===== config.mk =====
export PLATFORM = sky130hd
export DESIGN_NAME = seg_scan_decoder
export DESIGN_NICKNAME = d
export VERILOG_FILES = /design/src/rtl/seg_scan_decoder.sv
export SDC_FILE = /design/constraint.sdc
export NUM_CORES = 1
export LEC_CHECK = 0
export CORE_UTILIZATION = 45
export DETAILED_ROUTE_END_ITERATION = 7
export HOLD_SLACK_MARGIN = 0.15
export PLACE_DENSITY = 0.64
export SLEW_MARGIN = 20
export SYNTH_ARGS = -nofsm -noshare
export SYNTH_HDL_FRONTEND = slang
export SYNTH_SLANG_ARGS = --single-unit

===== constraint.sdc =====
create_clock -name clk -period 2.55 [get_ports clk]
set_clock_uncertainty 0.15 [all_clocks]
set_input_delay 0.51 -clock clk [delete_from_list [all_inputs] [get_ports clk]]
set_output_delay 0.51 -clock clk [all_outputs]
set_load 0.05 [all_outputs]

===== src/rtl/seg_scan_decoder.sv =====
// Recovers a hex value from a multiplexed active-low 7-segment bus.
// Each digit must hold steady for STABLE_CYCLES samples before it is committed.
module seg_scan_decoder #(
  parameter int STABLE_CYCLES = 4,
  parameter int NUM_DIGITS    = 4
) (
  input  logic                    clk,
  input  logic                    rst_n,
  input  logic [NUM_DIGITS-1:0]   an,
  input  logic [6:0]              seg,
  output logic [4*NUM_DIGITS-1:0] value,
  output logic [NUM_DIGITS-1:0]   digit_err,
  output logic                    frame_valid
);

  localparam int VW = 4 * NUM_DIGITS;
  localparam int CW = $clog2(STABLE_CYCLES + 2);
  localparam logic [CW-1:0] CNT_HIT = CW'(STABLE_CYCLES);
  localparam logic [CW-1:0] CNT_SAT = CW'(STABLE_CYCLES + 1);

  logic [NUM_DIGITS-1:0] an_q, an_d;
  logic [6:0]            seg_q, seg_d;
  logic [CW-1:0]         cnt_q, cnt_d;
  logic [NUM_DIGITS-1:0] seen_q, seen_d;
  logic [VW-1:0]         shadow_q, shadow_d;
  logic [NUM_DIGITS-1:0] sh_err_q, sh_err_d;
  logic [VW-1:0]         value_q, value_d;
  logic [NUM_DIGITS-1:0] err_q, err_d;
  logic                  fv_q, fv_d;

  logic       sample_ok;
  logic       same;
  logic       commit;
  logic [4:0] dec;

  // Returns {illegal, nibble} for an active-low glyph (seg[6]=a .. seg[0]=g).
  function automatic logic [4:0] seg_decode(input logic [6:0] s);
    logic [4:0] r;
    case (s)
      7'b0000001: r = 5'h00;
      7'b1001111: r = 5'h01;
      7'b0010010: r = 5'h02;
      7'b0000110: r = 5'h03;
      7'b1001100: r = 5'h04;
      7'b0100100: r = 5'h05;
      7'b0100000: r = 5'h06;
      7'b0001111: r = 5'h07;
      7'b0000000: r = 5'h08;
      7'b0001100: r = 5'h09;
      default:    r = 5'h10;
    endcase
    return r;
  endfunction

  // Sample capture and stability run counter.
  always_comb begin
    an_d      = an;
    seg_d     = seg;
    sample_ok = $onehot(~an);
    same      = ({an, seg} == {an_q, seg_q});
    cnt_d     = '0;
    if (sample_ok) begin
      if (!same) begin
        cnt_d = CW'(1);
      end else if (cnt_q == CNT_SAT) begin
        cnt_d = CNT_SAT;
      end else begin
        cnt_d = cnt_q + CW'(1);
      end
    end
  end

  assign commit = (cnt_q == CNT_HIT);
  assign dec    = seg_decode(seg_q);

  // Digit commit into the shadow frame and frame hand-off.
  always_comb begin
    shadow_d = shadow_q;
    sh_err_d = sh_err_q;
    seen_d   = seen_q;
    value_d  = value_q;
    err_d    = err_q;
    fv_d     = 1'b0;
    if (commit) begin
      for (int i = 0; i < NUM_DIGITS; i++) begin
        if (!an_q[i]) begin
          shadow_d[4*i +: 4] = dec[3:0];
          sh_err_d[i]        = dec[4];
          seen_d[i]          = 1'b1;
        end
      end
      if (&seen_d) begin
        value_d = shadow_d;
        err_d   = sh_err_d;
        fv_d    = 1'b1;
        seen_d  = '0;
      end
    end
  end

  // State registers.
  always_ff @(posedge clk or negedge rst_n) begin
    if (!rst_n) begin
      an_q     <= '1;
      seg_q    <= '1;
      cnt_q    <= '0;
      seen_q   <= '0;
      shadow_q <= '0;
      sh_err_q <= '0;
      value_q  <= '0;
      err_q    <= '0;
      fv_q     <= 1'b0;
    end else begin
      an_q     <= an_d;
      seg_q    <= seg_d;
      cnt_q    <= cnt_d;
      seen_q   <= seen_d;
      shadow_q <= shadow_d;
      sh_err_q <= sh_err_d;
      value_q  <= value_d;
      err_q    <= err_d;
      fv_q     <= fv_d;
    end
  end

  assign value       = value_q;
  assign digit_err   = err_q;
  assign frame_valid = fv_q;

endmodule


==> Yosys cells after proc, flatten, opt, wreduce, memory -nomap -nowiden <==
Index checks and enable logic that the tools add are counted.
{ "classes": {"muxes": 23, "addsub": 4, "bitwise": 1, "n_reduce_logical": 3, "eq_ne": 13} }
{ "op_table": {"columns": ["operator", "count"], "rows": [
  ["case mux 5 bit (10 select lines)", 1],
  ["2-to-1 mux 4 bit", 5],
  ["== test 7 x 4 -> 1 bit (second input constant)", 2],
  ["== test 7 x 6 -> 1 bit (second input constant)", 2],
  ["== test 7 bit (second input constant)", 2],
  ["2-to-1 mux 1 bit", 14],
  ["== test 11 bit", 1],
  ["2-to-1 mux 3 bit", 3],
  ["== test 7 x 1 -> 1 bit (second input constant)", 1],
  ["== test 7 x 3 -> 1 bit (second input constant)", 1],
  ["== test 7 x 5 -> 1 bit (second input constant)", 1],
  ["logical NOT 7 bit", 1],
  ["== test 3 bit (second input constant)", 2],
  ["AND reduction 5 bit", 1],
  ["adder 1 x 1 -> 2 bit", 2],
  ["inverter 4 bit", 1],
  ["AND reduction 4 bit", 1],
  ["adder 2 x 2 -> 3 bit", 1],
  ["adder 3 x 1 -> 3 bit (second input constant)", 1],
  ["== test 3 x 1 -> 1 bit (second input constant)", 1]
]} }
{ "word_totals": {"input_bits": 13, "register_bits": 59, "output_inout_bits": 21} }

==> Depth between registers and ports, before layout <==
{ "depth": {"ltp_word": 5, "depth_mapped": 8, "ltp_nobuf": 7} }

==> Worst setup path before layout <==
No wires, ideal clock.
{ "synth_path": {"path_type": "input port to flip-flop", "from": "input port an[0]", "to": "register cnt_q[1]", "setup_ns": 0.072, "path_stages": 7, "required_ns": 2.328, "setup_slack_ns": 0.523, "t_arrival_ns": 1.806, "cell_sequence": "fa_1 inv_1 ha_1 ha_1 nor2_1 nand3_1 nor2_1"} }
{ "synth_via": {"elab_chain_len": 5, "elab_cells_between_ends": 7, "cone_classes": "add/sub: 2; eq/ne: 2; mux: 2; bitwise: 1"} }
{ "synth_rtl": {"columns": ["element", "line", "source"], "rows": [
  ["from (decl)", "9", "input logic [NUM_DIGITS-1:0] an,"],
  ["inverter 4 bit", "59", "sample_ok = $onehot(~an);"],
  ["adder 1 x 1 -> 2 bit (not written as such)", "59", null],
  ["adder 2 x 2 -> 3 bit (not written as such)", "59", null],
  ["== test 3 x 1 -> 1 bit", "59", null],
  ["2-to-1 mux 3 bit *", "62", "if (sample_ok) begin"],
  ["net cnt_d[1]", "23", "logic [CW-1:0] cnt_q, cnt_d;"],
  ["to (signal assigned)", "116", "cnt_q <= cnt_d;"],
  ["to (decl)", "23", null]
]} }
The timed path passes the listed nets; every way through them passes the cells marked *.
A chain may end at the register's enable or synchronous reset.

==> Worst setup path after layout <==
{ "layout_path": {"from": "input port an[0]", "to": "register cnt_q[2]"} }
The elaborated chain is that of the path after synthesis.

==> reports/qor.yml <==
yosys:
  async_flop_share_pct: 100
  synthesis.area_um2: 2770
  syn-num-nets: 285
  synth_enable_flop_cells: 0
  yosysTopAreaCell: "dfrtp_1"
  synth_flop_cell: "dfrtp_1"
  syn_avg_cell_area_um2: 10.3
  yosysSeqAreaShare_pct: 53.7
  post_synth_num_cell_types: 47
  yosys_warnings: 0
  ys_top_cells_by_area: "dfrtp_1, dfstp_2, nand2_1"
  synth_top_area_share_pct: 43.3
  synth_common_cells: "dfrtp_1, nand2_1, o21ai_0, xnor2_1, nand3_1"
  synth_seq_cells: 59
  synth_most_common_cell: "dfrtp_1"
  syn-instance-count: 269
floorplanning:
  core_area_um2: 5920
  initial_core_util_pct: 46.8
  placementRows: 28
  dieArea_um2: 6480
  die_w_um: 80.5
  die_height_um: 80.5
  io_pins: 34
grt:
  grt_usage_pct: 18.3
  grt_pass1_wl_mm: 8.75
  global_route.usage.met1_pct: 26.3
  use_met3_pct: 3.07
  globalRoute.busiestLayer: "met2"
  gr-total-overflow: 0
  grt_pass1_vias: 1827
  grt_max_degree: 60
  antenna_found_initial: 0
  grt_use_met2_pct: 26.6
clock_tree:
  htreeDepth: 3
  clk_latency_ns: 0.33
  root_buffer: "clkbuf_8"
  cts_buffer_depth: 2
  cts_resized: 0
  cts_sinks: 59
  cts_tree: "done"
  post-cts-setup-buffer-count: 0
  numCtsBuffers: 9
  cts-hold-fix-buffers: 0
  path_clk_slew_ns: 0.06
timing:
  hold_viol_final: 0
  setup_viol: 0
  rsz0062_at_grt: "no"
  worst-slew-pin-transition_ns: 0.748
  fin_ws_ns: 0.316
  fmax_ghz: 0.448
  period_share_pct: 87.6
  min_period_ns: 2.23
  maxSlewHeadroom_pct: 50.1
  slew_viol_final: 0
route:
  vias: 1967
  drtPass1Iterations: 4
  drt_iter0_markers: 120
  wl_per_cell_um: 13.7
  wirelength_mm: 5.23
  post-route-drc-count: 0
  via_per_inst: 5.15
  ant_nets: 0
power:
  power_leakage_uw: 0.00141
  power_density_nw_per_um2: 611
  max-vdd-ir-drop_mv: 0.365
flow_run:
  drv_cap: 0
final_layout:
  drive_gt1_share_pct: 17.6
  final_area_um2: 3370
  diodes: 0
  area_growth_pct: 21.7
  fin_nets: 318
  fill_cells: 529
setup_path:
  worstSetupEndpointType: "flop"
  cp.required_ns: 2.66
  critPathMaxFanout: 2
  critPathBufInv: 2
  critPathLaunch: "an[0]"
  cp_slowest_stage_delay_ns: 0.55
  worstSetupPathType: "primary input to flop"
  critPathLaunchType: "primary input"
  r2r_start: "seg_q[0]"
  critPathTopFamily: "adder cells"
  crit_chain: "clkdlybuf4s50_1, fa_1, inv_1, ha_1, ha_1, nor2_1, nand3_1, nor2_1"
  arrival_ns: 2.34
  crit_slowest_cell: "fa_1"
placement:
  io_buffers: 33
  hpwl_mm: 3.48
  pre_cts_ws_ns: -0.0398
  dpl_cell_area_um2: 3150
  gp_congestion: 0.820
status:
  status: "completed"
hold_path:
  hold_class: "primary input to async pin"
## registers in the layout (all words and copies together) (netlist names)
| signal | cells |
|---|---|
| frame_valid | 1 |
| seg_q | 7 |
| an_q | 4 |
| cnt_q | 3 |
| sh_err_q | 4 |
| shadow_q | 16 |
| value | 16 |
| seen_q | 4 |
| digit_err | 4 |
## per-stage QoR
stage          setup TNS, ns  utilization [%]  cells  total power [µW]  hold WS (ns)
2_1_floorplan              0                -    269              1060        0.0644
3_3_place_gp               0             53.1    366              1120         0.312
3_5_place_dp         -0.0842             53.1    366              1120         0.320
4_1_cts                    0             57.0    382              2090         0.210
5_1_grt                    0             57.0    382              2150         0.254
6_report                   0             57.0    382              2060         0.180
## cell families (layout without fill, tap and decap cells)
logic type / count (synthesis) / in the layout / synth area share, %
DFF: 59 / 59 / 53.7
xor gates and xnor gates: 15 / 15 / 4.74
and+or+nand+nor: 98 / 98 / 18.0
AOI/OAI and AO/OA: 60 / 60 / 14.8
buffers and inverters: 29 / 67 / 5.19
muxes: 5 / 5 / 1.99
adders and majority gates: 3 / 3 / 1.62
## layer usage
metal	share of wire [%]	wire (µm)	up-vias
met3	4.8	253	9
met2	45	2360	52
met1	48	2530	919
li1	-	-	987
met5	0	0	-
met4	1.7	89	0
## path summary, 6_finish.rpt
| path | slack [ns] | cells past startpoint | end |
|---|---|---|---|
| setup / recovery | 0.32 | 8 | cnt_q[2] |
| hold reg to reg | 0.33 | 2 | shadow_q[14] |
| min in group clk | 0.33 | 2 | shadow_q[14] |
| hold / removal | 0.18 | 2 | value[4] |
| max in group asynchronous | 1.58 | 2 | value[11] |
| setup reg to reg | 0.46 | 5 | digit_err[0] |
## cells in the final DEF, fill, tap and decap left out, drive strengths merged, types with 4 or more instances in the layout
master         synthesis  final
xnor2                 14     14
dfrtp                 48     48
clkdlybuf4s50          0     32
a21oi                  9      9
buf                   10      9
nor2                  10     10
clkbuf                 9     12
nand3                 13     13
o21ai                 30     30
o211ai                11     11
nand2                 47     47
nor3                   4      4
inv                   10     10
mux2                   4      4
nand2b                 9      9
dfstp                 11     11
nand4                  4      4
## area by class of cell
class                           instances  area, µm²  share of cell area (%)
Inverter                               10       37.5                    1.11
Sequential cell                        59       1490                    44.2
Clock buffer                           12        155                    4.60
Timing Repair Buffer                   41        385                    11.4
Multi-Input combinational cell        181       1140                    33.8
Clock inverter                          4       72.6                    2.15
Tap cell                               75       93.8                    2.78
## power by group
part / leakage [µW] / switching, µW / internal, µW
Clock: 0.000113 / 359 / 602
Combinational: 0.000511 / 59.3 / 55.1
Sequential: 0.000786 / 29.7 / 956
Total: 0.00141 / 448 / 1610
No activity file was read; power rests on OpenSTA's default activity.
